[config.mk]
export PLATFORM = sky130hd
export DESIGN_NAME = disp_scan_mux_flat
export DESIGN_NICKNAME = d
export VERILOG_FILES = /design/src/rtl/disp_pkg.sv /design/src/rtl/disp_if.sv /design/src/rtl/disp_lzb_mask.sv /design/src/rtl/disp_scan_mux.sv /design/src/flat_wrapper.sv
export SDC_FILE = /design/constraint.sdc
export NUM_CORES = 1
export LEC_CHECK = 0
export ABC_AREA = 1
export ABC_CLOCK_PERIOD_IN_PS = 2270
export CAP_MARGIN = 10
export CELL_PAD_IN_SITES_DETAIL_PLACEMENT = 1
export CELL_PAD_IN_SITES_GLOBAL_PLACEMENT = 2
export CORE_MARGIN = 1.5
export CORE_UTILIZATION = 36
export DETAILED_ROUTE_END_ITERATION = 6
export PLACE_DENSITY_LB_ADDON = 0.12
export SLEW_MARGIN = 20
export SYNTH_ARGS = -nofsm -noshare
export SYNTH_HDL_FRONTEND = slang
export SYNTH_SLANG_ARGS = --single-unit
[constraint.sdc]
create_clock -name clk -period 2.27 [get_ports clk]
set_input_delay 0.3405 -clock clk [delete_from_list [all_inputs] [get_ports clk]]
set_output_delay 0.3405 -clock clk [all_outputs]
set_load 0.05 [all_outputs]
[src/rtl/disp_pkg.sv]
// ---------------------------------------------------------------------------
// disp_pkg : shared constants and types for the display scan multiplexer
// Revision : 1.0
// ---------------------------------------------------------------------------
`default_nettype none

package disp_pkg;

  localparam int NUM_DIGITS = 4;
  localparam int DIGIT_W    = 5;
  localparam logic [NUM_DIGITS-1:0] ANODE_OFF = 4'hF;

  typedef enum logic [0:0] {
    SHOW  = 1'b0,
    BLANK = 1'b1
  } state_e;

  // Tick counter width: wide enough for the longer of the two phases, at least 1 bit.
  function automatic int cnt_w(input int a, input int b);
    int m;
    m = (a > b) ? a : b;
    if (m < 2) m = 2;
    return $clog2(m);
  endfunction

endpackage

`default_nettype wire

[src/rtl/disp_if.sv]
// ---------------------------------------------------------------------------
// disp_if : scan-mux control/data bundle (master = host side, slave = mux)
// Revision : 1.0
// ---------------------------------------------------------------------------
`default_nettype none

interface disp_if;
  import disp_pkg::*;

  logic                  en;
  logic                  load;
  logic [15:0]           value_in;
  logic [NUM_DIGITS-1:0] dp_in;
  logic [DIGIT_W-1:0]    digit_data;
  logic [NUM_DIGITS-1:0] anode;
  logic                  frame_done;
  logic                  pending;

  modport master (
    output en, load, value_in, dp_in,
    input  digit_data, anode, frame_done, pending
  );

  modport slave (
    input  en, load, value_in, dp_in,
    output digit_data, anode, frame_done, pending
  );

endinterface

`default_nettype wire

[src/rtl/disp_lzb_mask.sv]
// ---------------------------------------------------------------------------
// disp_lzb_mask : marks leading-zero digits (above digit 0, dp clear) for blanking
// Revision : 1.0
// ---------------------------------------------------------------------------
`default_nettype none

module disp_lzb_mask
  import disp_pkg::*;
(
  input  logic [4*NUM_DIGITS-1:0] value_i,
  input  logic [NUM_DIGITS-1:0]   dp_i,
  output logic [NUM_DIGITS-1:0]   mask_o
);

  logic zero_above;

  // Walk from the most significant digit down; digit 0 is never masked.
  always_comb begin
    mask_o     = '0;
    zero_above = 1'b1;
    for (int i = NUM_DIGITS - 1; i > 0; i--) begin
      zero_above = zero_above & (value_i[4*i +: 4] == 4'h0);
      mask_o[i]  = zero_above & ~dp_i[i];
    end
  end

endmodule

`default_nettype wire

[src/rtl/disp_scan_mux.sv]
// ---------------------------------------------------------------------------
// disp_scan_mux : 4-digit scan multiplexer with frame-synchronous double buffering
// Revision : 1.0   Optional: DISP_LZB_EN enables leading-zero blanking.
// ---------------------------------------------------------------------------
`default_nettype none

module disp_scan_mux
  import disp_pkg::*;
#(
  parameter int DIG_TICKS   = 50000,
  parameter int BLANK_TICKS = 500
) (
  input  logic  clk,
  input  logic  rst_n,
  disp_if.slave bus
);

  localparam int TW = cnt_w(DIG_TICKS, BLANK_TICKS);
  localparam int IW = $clog2(NUM_DIGITS);
  localparam logic [TW-1:0]         DIG_LAST   = TW'(DIG_TICKS - 1);
  localparam logic [TW-1:0]         BLANK_LAST = TW'(BLANK_TICKS - 1);
  localparam logic [IW-1:0]         IDX_LAST   = IW'(NUM_DIGITS - 1);
  localparam logic [NUM_DIGITS-1:0] ONE_HOT0   = NUM_DIGITS'(1);

  state_e                state_q, state_d;
  logic [IW-1:0]         idx_q, idx_d;
  logic [TW-1:0]         tick_q, tick_d;
  logic [15:0]           act_val_q, act_val_d, shd_val_q, shd_val_d;
  logic [NUM_DIGITS-1:0] act_dp_q, act_dp_d, shd_dp_q, shd_dp_d;
  logic                  pend_q, pend_d;
  logic                  en_q;
  logic [NUM_DIGITS-1:0] anode_q, anode_d;
  logic [DIGIT_W-1:0]    data_q, data_d;
  logic                  fdone_q, fdone_d;
  logic                  wrap, restart, commit;
  logic [15:0]           src_val;
  logic [NUM_DIGITS-1:0] src_dp;
  logic [NUM_DIGITS-1:0] blank_mask;

`ifdef DISP_LZB_EN
  disp_lzb_mask u_lzb (
    .value_i (act_val_q),
    .dp_i    (act_dp_q),
    .mask_o  (blank_mask)
  );
`else
  assign blank_mask = '0;
`endif

  always_ff @(posedge clk or negedge rst_n) begin
    if (!rst_n) begin
      state_q   <= SHOW;
      idx_q     <= '0;
      tick_q    <= '0;
      act_val_q <= '0;
      act_dp_q  <= '0;
      shd_val_q <= '0;
      shd_dp_q  <= '0;
      pend_q    <= 1'b0;
      en_q      <= 1'b0;
      anode_q   <= ANODE_OFF;
      data_q    <= '0;
      fdone_q   <= 1'b0;
    end else begin
      state_q   <= state_d;
      idx_q     <= idx_d;
      tick_q    <= tick_d;
      act_val_q <= act_val_d;
      act_dp_q  <= act_dp_d;
      shd_val_q <= shd_val_d;
      shd_dp_q  <= shd_dp_d;
      pend_q    <= pend_d;
      en_q      <= bus.en;
      anode_q   <= anode_d;
      data_q    <= data_d;
      fdone_q   <= fdone_d;
    end
  end

  always_comb begin
    state_d = state_q;
    idx_d   = idx_q;
    tick_d  = tick_q + TW'(1);
    wrap    = 1'b0;
    if (!bus.en) begin
      state_d = SHOW;
      idx_d   = '0;
      tick_d  = '0;
    end else begin
      case (state_q)
        SHOW: begin
          if (tick_q == DIG_LAST) begin
            tick_d = '0;
            if (BLANK_TICKS == 0) begin
              idx_d = idx_q + IW'(1);
              wrap  = (idx_q == IDX_LAST);
            end else begin
              state_d = BLANK;
            end
          end
        end
        BLANK: begin
          if (tick_q == BLANK_LAST) begin
            tick_d  = '0;
            state_d = SHOW;
            idx_d   = idx_q + IW'(1);
            wrap    = (idx_q == IDX_LAST);
          end
        end
        default: state_d = SHOW;
      endcase
    end
  end

  // The first enabled cycle after a dark period acts as a frame boundary too.
  assign restart = bus.en & ~en_q;
  assign commit  = wrap | restart;

  always_comb begin
    act_val_d = act_val_q;
    act_dp_d  = act_dp_q;
    shd_val_d = shd_val_q;
    shd_dp_d  = shd_dp_q;
    pend_d    = pend_q;
    if (commit) begin
      pend_d = 1'b0;
      if (bus.load) begin
        act_val_d = bus.value_in;
        act_dp_d  = bus.dp_in;
      end else if (pend_q) begin
        act_val_d = shd_val_q;
        act_dp_d  = shd_dp_q;
      end
    end else if (bus.load) begin
      shd_val_d = bus.value_in;
      shd_dp_d  = bus.dp_in;
      pend_d    = 1'b1;
    end
  end

  // On restart the freshly committed value must already reach digit 0.
  assign src_val = restart ? act_val_d : act_val_q;
  assign src_dp  = restart ? act_dp_d  : act_dp_q;

  always_comb begin
    anode_d = ANODE_OFF;
    data_d  = data_q;
    fdone_d = wrap;
    if (bus.en && state_q == SHOW) begin
      if (!blank_mask[idx_q]) anode_d = ~(ONE_HOT0 << idx_q);
      data_d = {src_dp[idx_q], src_val[{idx_q, 2'b00} +: 4]};
    end
  end

  assign bus.anode      = anode_q;
  assign bus.digit_data = data_q;
  assign bus.frame_done = fdone_q;
  assign bus.pending    = pend_q;

endmodule

`default_nettype wire

[src/flat_wrapper.sv]
// flat-port wrapper written by rule: the top's interface ports become plain ports
module disp_scan_mux_flat import disp_pkg::*;
#(
  parameter int DIG_TICKS   = 50000,
  parameter int BLANK_TICKS = 500
)
  (clk, rst_n, bus_en, bus_load, bus_value_in, bus_dp_in, bus_digit_data, bus_anode, bus_frame_done, bus_pending);
  disp_if bus_i ();
  input  logic clk;
  input  logic rst_n;
  input wire logic [$bits(bus_i.en)-1:0] bus_en;
  input wire logic [$bits(bus_i.load)-1:0] bus_load;
  input wire logic [$bits(bus_i.value_in)-1:0] bus_value_in;
  input wire logic [$bits(bus_i.dp_in)-1:0] bus_dp_in;
  output wire logic [$bits(bus_i.digit_data)-1:0] bus_digit_data;
  output wire logic [$bits(bus_i.anode)-1:0] bus_anode;
  output wire logic [$bits(bus_i.frame_done)-1:0] bus_frame_done;
  output wire logic [$bits(bus_i.pending)-1:0] bus_pending;
  assign bus_i.en = bus_en;
  assign bus_i.load = bus_load;
  assign bus_i.value_in = bus_value_in;
  assign bus_i.dp_in = bus_dp_in;
  assign bus_digit_data = bus_i.digit_data;
  assign bus_anode = bus_i.anode;
  assign bus_frame_done = bus_i.frame_done;
  assign bus_pending = bus_i.pending;
  disp_scan_mux #(.DIG_TICKS(DIG_TICKS), .BLANK_TICKS(BLANK_TICKS)) u_core (.clk(clk), .rst_n(rst_n), .bus(bus_i));
endmodule
# == Word-level counts from Yosys, hierarchy flattened ==
# Index checks and enable logic that the tools add are counted.
# op_classes
eq_ne,5
bitwise_logic,6
muxes,30
add_sub_neg,2
shifts,2
n_reduce_logical,4
n_lt_le_gt_ge,1
# ops
cell,count
$mux W16,7
$pmux W16 S2,1
$mux W4,6
$add A16 B1 Y16 const B,1
$eq A16 B16 Y1 const B,1
$eq A16 B9 Y1 const B,1
$shiftx A16 B5 Y4,1
$mux W1,10
$mux W2,3
$bmux W1 S2,2
$ne A2 B1 Y1 const B,2
$not A4 Y4,1
$reduce_and A2 Y1,2
$shl A1 B2 Y4 const A,1
$lt A2 B3 Y1 const B,1
$not A1 Y1,3
$add A2 B1 Y2 const B,1
$eq A2 B2 Y1 const B,1
$pmux W1 S2,1
$reduce_bool A2 Y1,1
$and A1 B1 Y1,1
$logic_and A1 B1 Y1,1
$or A1 B1 Y1,1
# totals
inputBits,24
reg_bits,71
wordCells,62

# == Depth between registers and ports, before layout ==
# Gate-level depths: netlist of the first run.
# depth
word_depth,9
depth_mapped,10
ltp_nobuf,9

# == Least setup slack after synthesis of the first run ==
# Ideal clock, no wire load.
# synth_timing
path_kind,register -> register
startpoint,register u_core.pend_q (netlist: u_core.bus.pending)
endpoint,register u_core.data_q[2] (netlist: u_core.bus.digit_data[2])
setup_ps,118
t_arrival_ps,1442
setup_slack_ps,711
synth_period_minus_slack_ps,1559
stages_incl_launch_ff,11
path_cell_list,dfrtp_1 inv_1 clkbuf_1 nand2_1 nand3_1 nand3_1 nand2_1 nand2_1 nand2_1 nand3_1 nand2_1
# synth_between
elab_chain_cells,5
# synth_lines
element,line_no,text
from (decl),disp_scan_mux.sv:30,"logic pend_q, pend_d;"
from (signal assigned),disp_scan_mux.sv:72,pend_q <= pend_d;
$mux W16,disp_scan_mux.sv:130,end else if (pend_q) begin
$mux W16,disp_scan_mux.sv:127,if (bus.load) begin
$mux W16,disp_scan_mux.sv:125,if (commit) begin
$mux W16,disp_scan_mux.sv:142,assign src_val = restart ? act_val_d : act_val_q;
$shiftx A16 B5 Y4,disp_scan_mux.sv:151,"data_d = {src_dp[idx_q], src_val[{idx_q, 2'b00} +: 4]};"
to (signal assigned),disp_scan_mux.sv:75,data_q <= data_d;
to (decl),disp_scan_mux.sv:33,"logic [DIGIT_W-1:0] data_q, data_d;"
# No other way between the ends.
# A chain may end at the register's enable or synchronous reset.

# == Final worst setup path of the first run ==
# layout_timing
startpoint,register u_core.anode_q[0] (netlist: u_core.bus.anode[0])
endpoint,output port bus_anode[0]
# layout_lines
element,line_no,text
from (decl),disp_scan_mux.sv:32,"logic [NUM_DIGITS-1:0] anode_q, anode_d;"
from (signal assigned),disp_scan_mux.sv:74,anode_q <= anode_d;
to (decl),flat_wrapper.sv:16,output wire logic [$bits(bus_i.anode)-1:0] bus_anode;
# No word-level cell between the ends.

==> impl_metrics.yaml, run 1 <==
clock_network:
  hold_buffers: 0
  clockRootBuffer: "clkbuf_8"
  cts_sinks: 71
  cts_max_level: 3
  clock_latency_ns: 0.35
  postCtsSetupRepairBufs: 0
  tritoncts: "done"
  cts_resized: 0
  cts_buffers: 9
  clk_pin_slew_ns: 0.08
  cts.path.max_buffers: 2
cells_and_area:
  drive_gt1_share_pct: 9.41
  postLayoutCellArea_um2: 4760
  final_common_cell: "nand2_1"
  antenna_cells: 0
  area_growth_pct: 20.2
  final_nets: 619
  final_cell_mix: "189 x nand2_1, 84 x nand3_1, 67 x dfrtp_1"
worst_setup_path:
  cp.arrival_ns: 1.67
  crit_family: "buffers and inverters"
  crit_path_top_delay_cell: "clkdlybuf4s50_1"
  r2r_end: "u_core.tick_q[3]"
  worstSetupEndpointType: "primary output"
  regToRegStartpoint: "u_core.tick_q[0]"
  crit_buf_inv: 1
  crit_chain: "clkdlybuf4s50_1"
  cp_max_fo: 1
  reg2reg_depth: 6
  max_stage_delay_ns: 0.79
  setup.worst_path.start: "u_core.bus.anode[0]"
  crit_required_ns: 1.93
  startpoint_type: "register"
  cp.depth: 1
  r2r_slack_ns: 0.46
  cp-endpoint: "bus_anode[0]"
  path_class: "reg2out"
grt:
  grt_pass1_vias: 4116
  grt_pass1_wl_mm: 20.9
  grtUsageTotal_pct: 23.5
  grt_overflow_total: 0
  grt_max_degree: 72
  antenna_found_initial: 0
drt:
  drtIter0Drc: 118
  detail-route-antenna-nets: 0
  firstDrtPassIters: 7
  vias_per_cell: 5.19
  drc_errors: 0
  vias: 3811
  totalWireLength_mm: 12.4
  post_drt_wl_per_cell_um: 16.9
floorplan:
  fp.coreArea_um2: 10800
  start_util_pct: 36.7
  fp.dieH_um: 108
  dieArea_um2: 11600
  core.rowCount: 38
  ioPinCount: 35
  die_w_um: 108
outcome:
  status: "finished, final reports clean"
timing:
  post-route-period-util_pct: 88.6
  timing.fmax_mhz: 497
  finalSetupViolCount: 0
  maxSlewViolCount: 0
  tns_ns: 0
  fin_skew_ns: 0.00805
  hold_viol_final: 0
  tightest_slew_ns: 0.510
  slew_headroom_pct: 65.9
  post-route-min-period_ns: 2.01
  rsz0062_at_grt: "false"
yosys:
  yosys_warnings: 0
  synth_area_leaders: "dfrtp_1 42%, nand2_1 18%, nand3_1 11%"
  syn_inst: 551
  syn_nets: 580
  synth_cell_type_count: 24
  syn_area_um2: 3960
  yosysTopAreaCellShare_pct: 42.3
  synth_top_area_cell: "dfrtp_1"
  avgSynthCellArea_um2: 7.19
  synth-seq-cells: 71
  ys_seq_area_share_pct: 45.0
power:
  p_total_w: 0.00342
  max-vdd-ir-drop_mv: 0.300
  p_per_area_nw_per_um2: 719
  leakage_nw: 2.32
placement:
  post-dp-hpwl_mm: 8.63
  place_area_um2: 4540
  place.gp.congestion: 0.832
  portBuffers: 34
run:
  cap_violations: 0
worst_hold_path:
  hp-class: "in2async"
[synthesized netlist by cell type]
cell type    n
ha_1         5
nand3_1     84
inv_2        1
dfrtp_1     67
nand3b_1     1
nand2_2      2
xor2_1       3
clkbuf_1    13
or2_2       10
o21ai_0     11
nand4_2      1
nand2_1    189
nor2_1      36
a21oi_1     27
buf_1        3
o21ai_1      2
inv_1       44
dfstp_2      4
nor2_4       1
buf_4        5
xnor2_1      3
buf_2        6
nor3_1       9
nand4_1     24
[worst register-to-register path, cell delays in order, from the launching register on]
cell and delay [ns]:
dfrtp_1 0.37, ha_1 0.21, nand3_1 0.20, nor3_1 0.31, nand3_1 0.20, nand2_1 0.32
nor3_1 0.08
[how the worst min path moves through the flow]
| stage | end | slack [ns] | cells after the start |
|---|---|---|---|
| floorplan | u_core.act_dp_q[0] | 0.04 | 0 |
| global placement | u_core.shd_dp_q[1] | 0.41 | 2 |
| detailed placement | u_core.shd_dp_q[2] | 0.42 | 2 |
| CTS | u_core.shd_val_q[6] | 0.02 | 2 |
| global route | u_core.shd_val_q[6] | 0.04 | 2 |
| finish | u_core.shd_val_q[6] | 0.01 | 2 |
[cell type report]
| type | instances | area (um2) |
|---|---|---|
| fill | 1372 | 6030 |
| multi-input combinational | 408 | 1880 |
| sequential | 71 | 1780 |
| timing repair buffer | 55 | 528 |
| tap | 140 | 175 |
| inverter | 45 | 169 |
| clock buffer | 13 | 159 |
| clock inverter | 3 | 65.1 |
[layer usage]
layer  vias to the layer above  share of wire, %  track usage [%]
met5                         -                 0                0
met4                         0               2.0             8.08
met3                        16               3.2             4.06
met2                        56                50             41.0
met1                      1884                45             29.2
li1                       1855                 -                -
[sequential cells by signal (all words and copies together), names as in the netlist, 2 cells and up]
register	flops
u_core.bus.anode	4
u_core.act_val_q	16
u_core.tick_q	16
u_core.act_dp_q	4
u_core.shd_val_q	16
u_core.bus.digit_data	5
u_core.idx_q	2
u_core.shd_dp_q	4
[through the flow]
step | cells | worst slack (ns) | util, % | hold WS (ns)
floorplan | 551 | 0.711 | - | 0.0449
global placement | 719 | 0.325 | 42.0 | 0.413
detailed placement | 719 | 0.310 | 42.0 | 0.418
CTS | 735 | 0.240 | 44.1 | 0.0244
global route | 735 | 0.199 | 44.1 | 0.0394
finish | 735 | 0.260 | 44.1 | 0.0132
[kinds of logic (layout without fill, tap and decap cells)]
group / after synthesis / count (layout) / share of synthesized area, %
AOI/OAI and AO/OA: 40 / 40 / 5.06
xor gates and xnor gates: 6 / 6 / 1.33
adders and majority gates: 5 / 5 / 1.58
buffers and inverters: 72 / 116 / 7.49
DFF: 71 / 71 / 45.0
and+or+nand+nor: 357 / 357 / 39.6
[where the power goes]
group	switching, W	internal [W]	total [W]
Combinational	0.000482	0.000272	0.000754
Clock	0.000501	0.000679	0.00118
Sequential	0.0000862	0.00140	0.00149
Total	0.00107	0.00235	0.00342
No activity file was read; power rests on OpenSTA's default activity.
==> inputs of run 2 (changes only) <==
--- a/config.mk
+++ b/config.mk
@@ -12,6 +12,7 @@
 export CELL_PAD_IN_SITES_GLOBAL_PLACEMENT = 2
 export CORE_MARGIN = 1.5
 export CORE_UTILIZATION = 36
+export CTS_BUF_LIST = sky130_fd_sc_hd__clkbuf_4 sky130_fd_sc_hd__clkbuf_8 sky130_fd_sc_hd__clkbuf_16
 export DETAILED_ROUTE_END_ITERATION = 6
 export PLACE_DENSITY_LB_ADDON = 0.12
 export SLEW_MARGIN = 20
==> run 2 against run 1 <==
  * Setup slack improved by 0.0024 ns
  * Total power rose by 0.57%
  * Final cell count did not move
  * Sequential power barely moved
  * Non-clock buffer count did not move
  * Wire length rose by 0.15%
  * Hold slack improved by 0.0045 ns
  * Critical path depth did not move
  * Maximum frequency rose by 0.12%
  * Via count fell by 0.42%
  * Critical path type unchanged
==> impl_metrics.yaml, run 2 (same netlist as run 1, synthesis figures left out) <==
outcome:
  status: "finished, final reports clean"
timing:
  tns_ns: 0
  post-route-min-period_ns: 2.01
  timing.fmax_mhz: 498
  slew_headroom_pct: 65.9
  post-route-period-util_pct: 88.5
  finalSetupViolCount: 0
  tightest_slew_ns: 0.510
  maxSlewViolCount: 0
  fin_skew_ns: 0.00881
  hold_viol_final: 0
  setup_slack_ns: 0.262
  rsz0062_at_grt: "false"
cells_and_area:
  fin_cells: 735
  antenna_cells: 0
  area_growth_pct: 20.4
  final_cell_mix: "189 x nand2_1, 84 x nand3_1, 67 x dfrtp_1"
  final_common_cell: "nand2_1"
  postLayoutCellArea_um2: 4770
  largestRegisters: "u_core.act_val_q: 16 flops, u_core.shd_val_q: 16 flops, u_core.tick_q: 16 flops"
  utilization_pct: 44.2
  drive_gt1_share_pct: 9.75
  final_nets: 619
run:
  cap_violations: 0
floorplan:
  die_w_um: 108
  ioPinCount: 35
  start_util_pct: 36.7
  fp.dieH_um: 108
  fp.coreArea_um2: 10800
  core.rowCount: 38
  dieArea_um2: 11600
worst_setup_path:
  regToRegStartpoint: "u_core.tick_q[0]"
  crit_buf_inv: 1
  startpoint_type: "register"
  cp-endpoint: "bus_anode[0]"
  cp.arrival_ns: 1.67
  crit_path_top_delay_cell: "clkdlybuf4s50_1"
  r2r_end: "u_core.tick_q[3]"
  crit_required_ns: 1.93
  path_class: "reg2out"
  r2r_slack_ns: 0.46
  cp_max_fo: 1
  reg2reg_depth: 6
  crit_family: "buffers and inverters"
  max_stage_delay_ns: 0.79
  cp.depth: 1
  worstSetupEndpointType: "primary output"
  setup.worst_path.start: "u_core.bus.anode[0]"
  crit_chain: "clkdlybuf4s50_1"
grt:
  grt_pass1_wl_mm: 20.9
  antenna_found_initial: 0
  grtUsageTotal_pct: 23.5
  grt_max_degree: 72
  grt_overflow_total: 0
  grt_pass1_vias: 4111
drt:
  vias: 3795
  drc_errors: 0
  firstDrtPassIters: 6
  totalWireLength_mm: 12.4
  vias_per_cell: 5.16
  post_drt_wl_per_cell_um: 16.9
  detail-route-antenna-nets: 0
  drtIter0Drc: 109
placement:
  portBuffers: 34
  dp_slack_ns: 0.310
  placed_cells: 719
  place.gp.congestion: 0.832
  post-dp-hpwl_mm: 8.63
  place_area_um2: 4540
power:
  leakage_nw: 2.32
  max-vdd-ir-drop_mv: 0.294
  p_per_area_nw_per_um2: 722
clock_network:
  cts_sinks: 71
  cts_resized: 0
  postCtsSetupRepairBufs: 0
  cts_max_level: 3
  cts.path.max_buffers: 2
  tritoncts: "done"
  hold_buffers: 0
  clock_latency_ns: 0.35
  clockRootBuffer: "clkbuf_8"
  clk_pin_slew_ns: 0.08
  cts_buffers: 9
worst_hold_path:
  hp-class: "in2async"
run 2: cell counts in the layout (fill, tap and decap cells not counted):
Identical to the previous run, type by type.
run 2: area by class of cell:
cell class / count / area, um2
fillers: 1373 / 6030
multi-input cells: 408 / 1880
flip-flops and latches: 71 / 1780
repair buffers: 55 / 528
well taps: 140 / 175
inverters: 45 / 169
clock buffers: 13 / 166
clock inverters: 3 / 65.1
run 2: worst min-delay path by stage:
stage | startpoint | endpoint | slack (ns)
5_1_grt | rst_n | u_core.shd_val_q[6] | 0.04
3_5_place_dp | rst_n | u_core.shd_dp_q[2] | 0.42
6_report | rst_n | u_core.shd_val_q[6] | 0.02
3_3_place_gp | rst_n | u_core.shd_dp_q[1] | 0.41
4_1_cts | rst_n | u_core.shd_val_q[6] | 0.03
2_1_floorplan | rst_n | u_core.act_dp_q[0] | 0.04
run 2: power breakdown:
| part | leakage [nW] | internal (W) | switching, W |
|---|---|---|---|
| registers | 0.896 | 0.00140 | 0.0000862 |
| logic | 1.31 | 0.000272 | 0.000481 |
| clock network | 0.120 | 0.000703 | 0.000497 |
run 2: metrics by stage:
stage,power (W),hold WS (ns)
6_report,0.00344,0.0178
4_1_cts,0.00350,0.0299
3_3_place_gp,0.00226,0.413
2_1_floorplan,0.00197,0.0449
3_5_place_dp,0.00228,0.418
5_1_grt,0.00364,0.0390
run 2: per-layer routing:
layer  track usage (%)  vias up  share of wire [%]
met2              41.0       49                 50
met1              29.3     1877                 46
met4              8.08        0                2.0
li1                  -     1855                  -
met5                 0        -                  0
met3              3.87       14                2.8
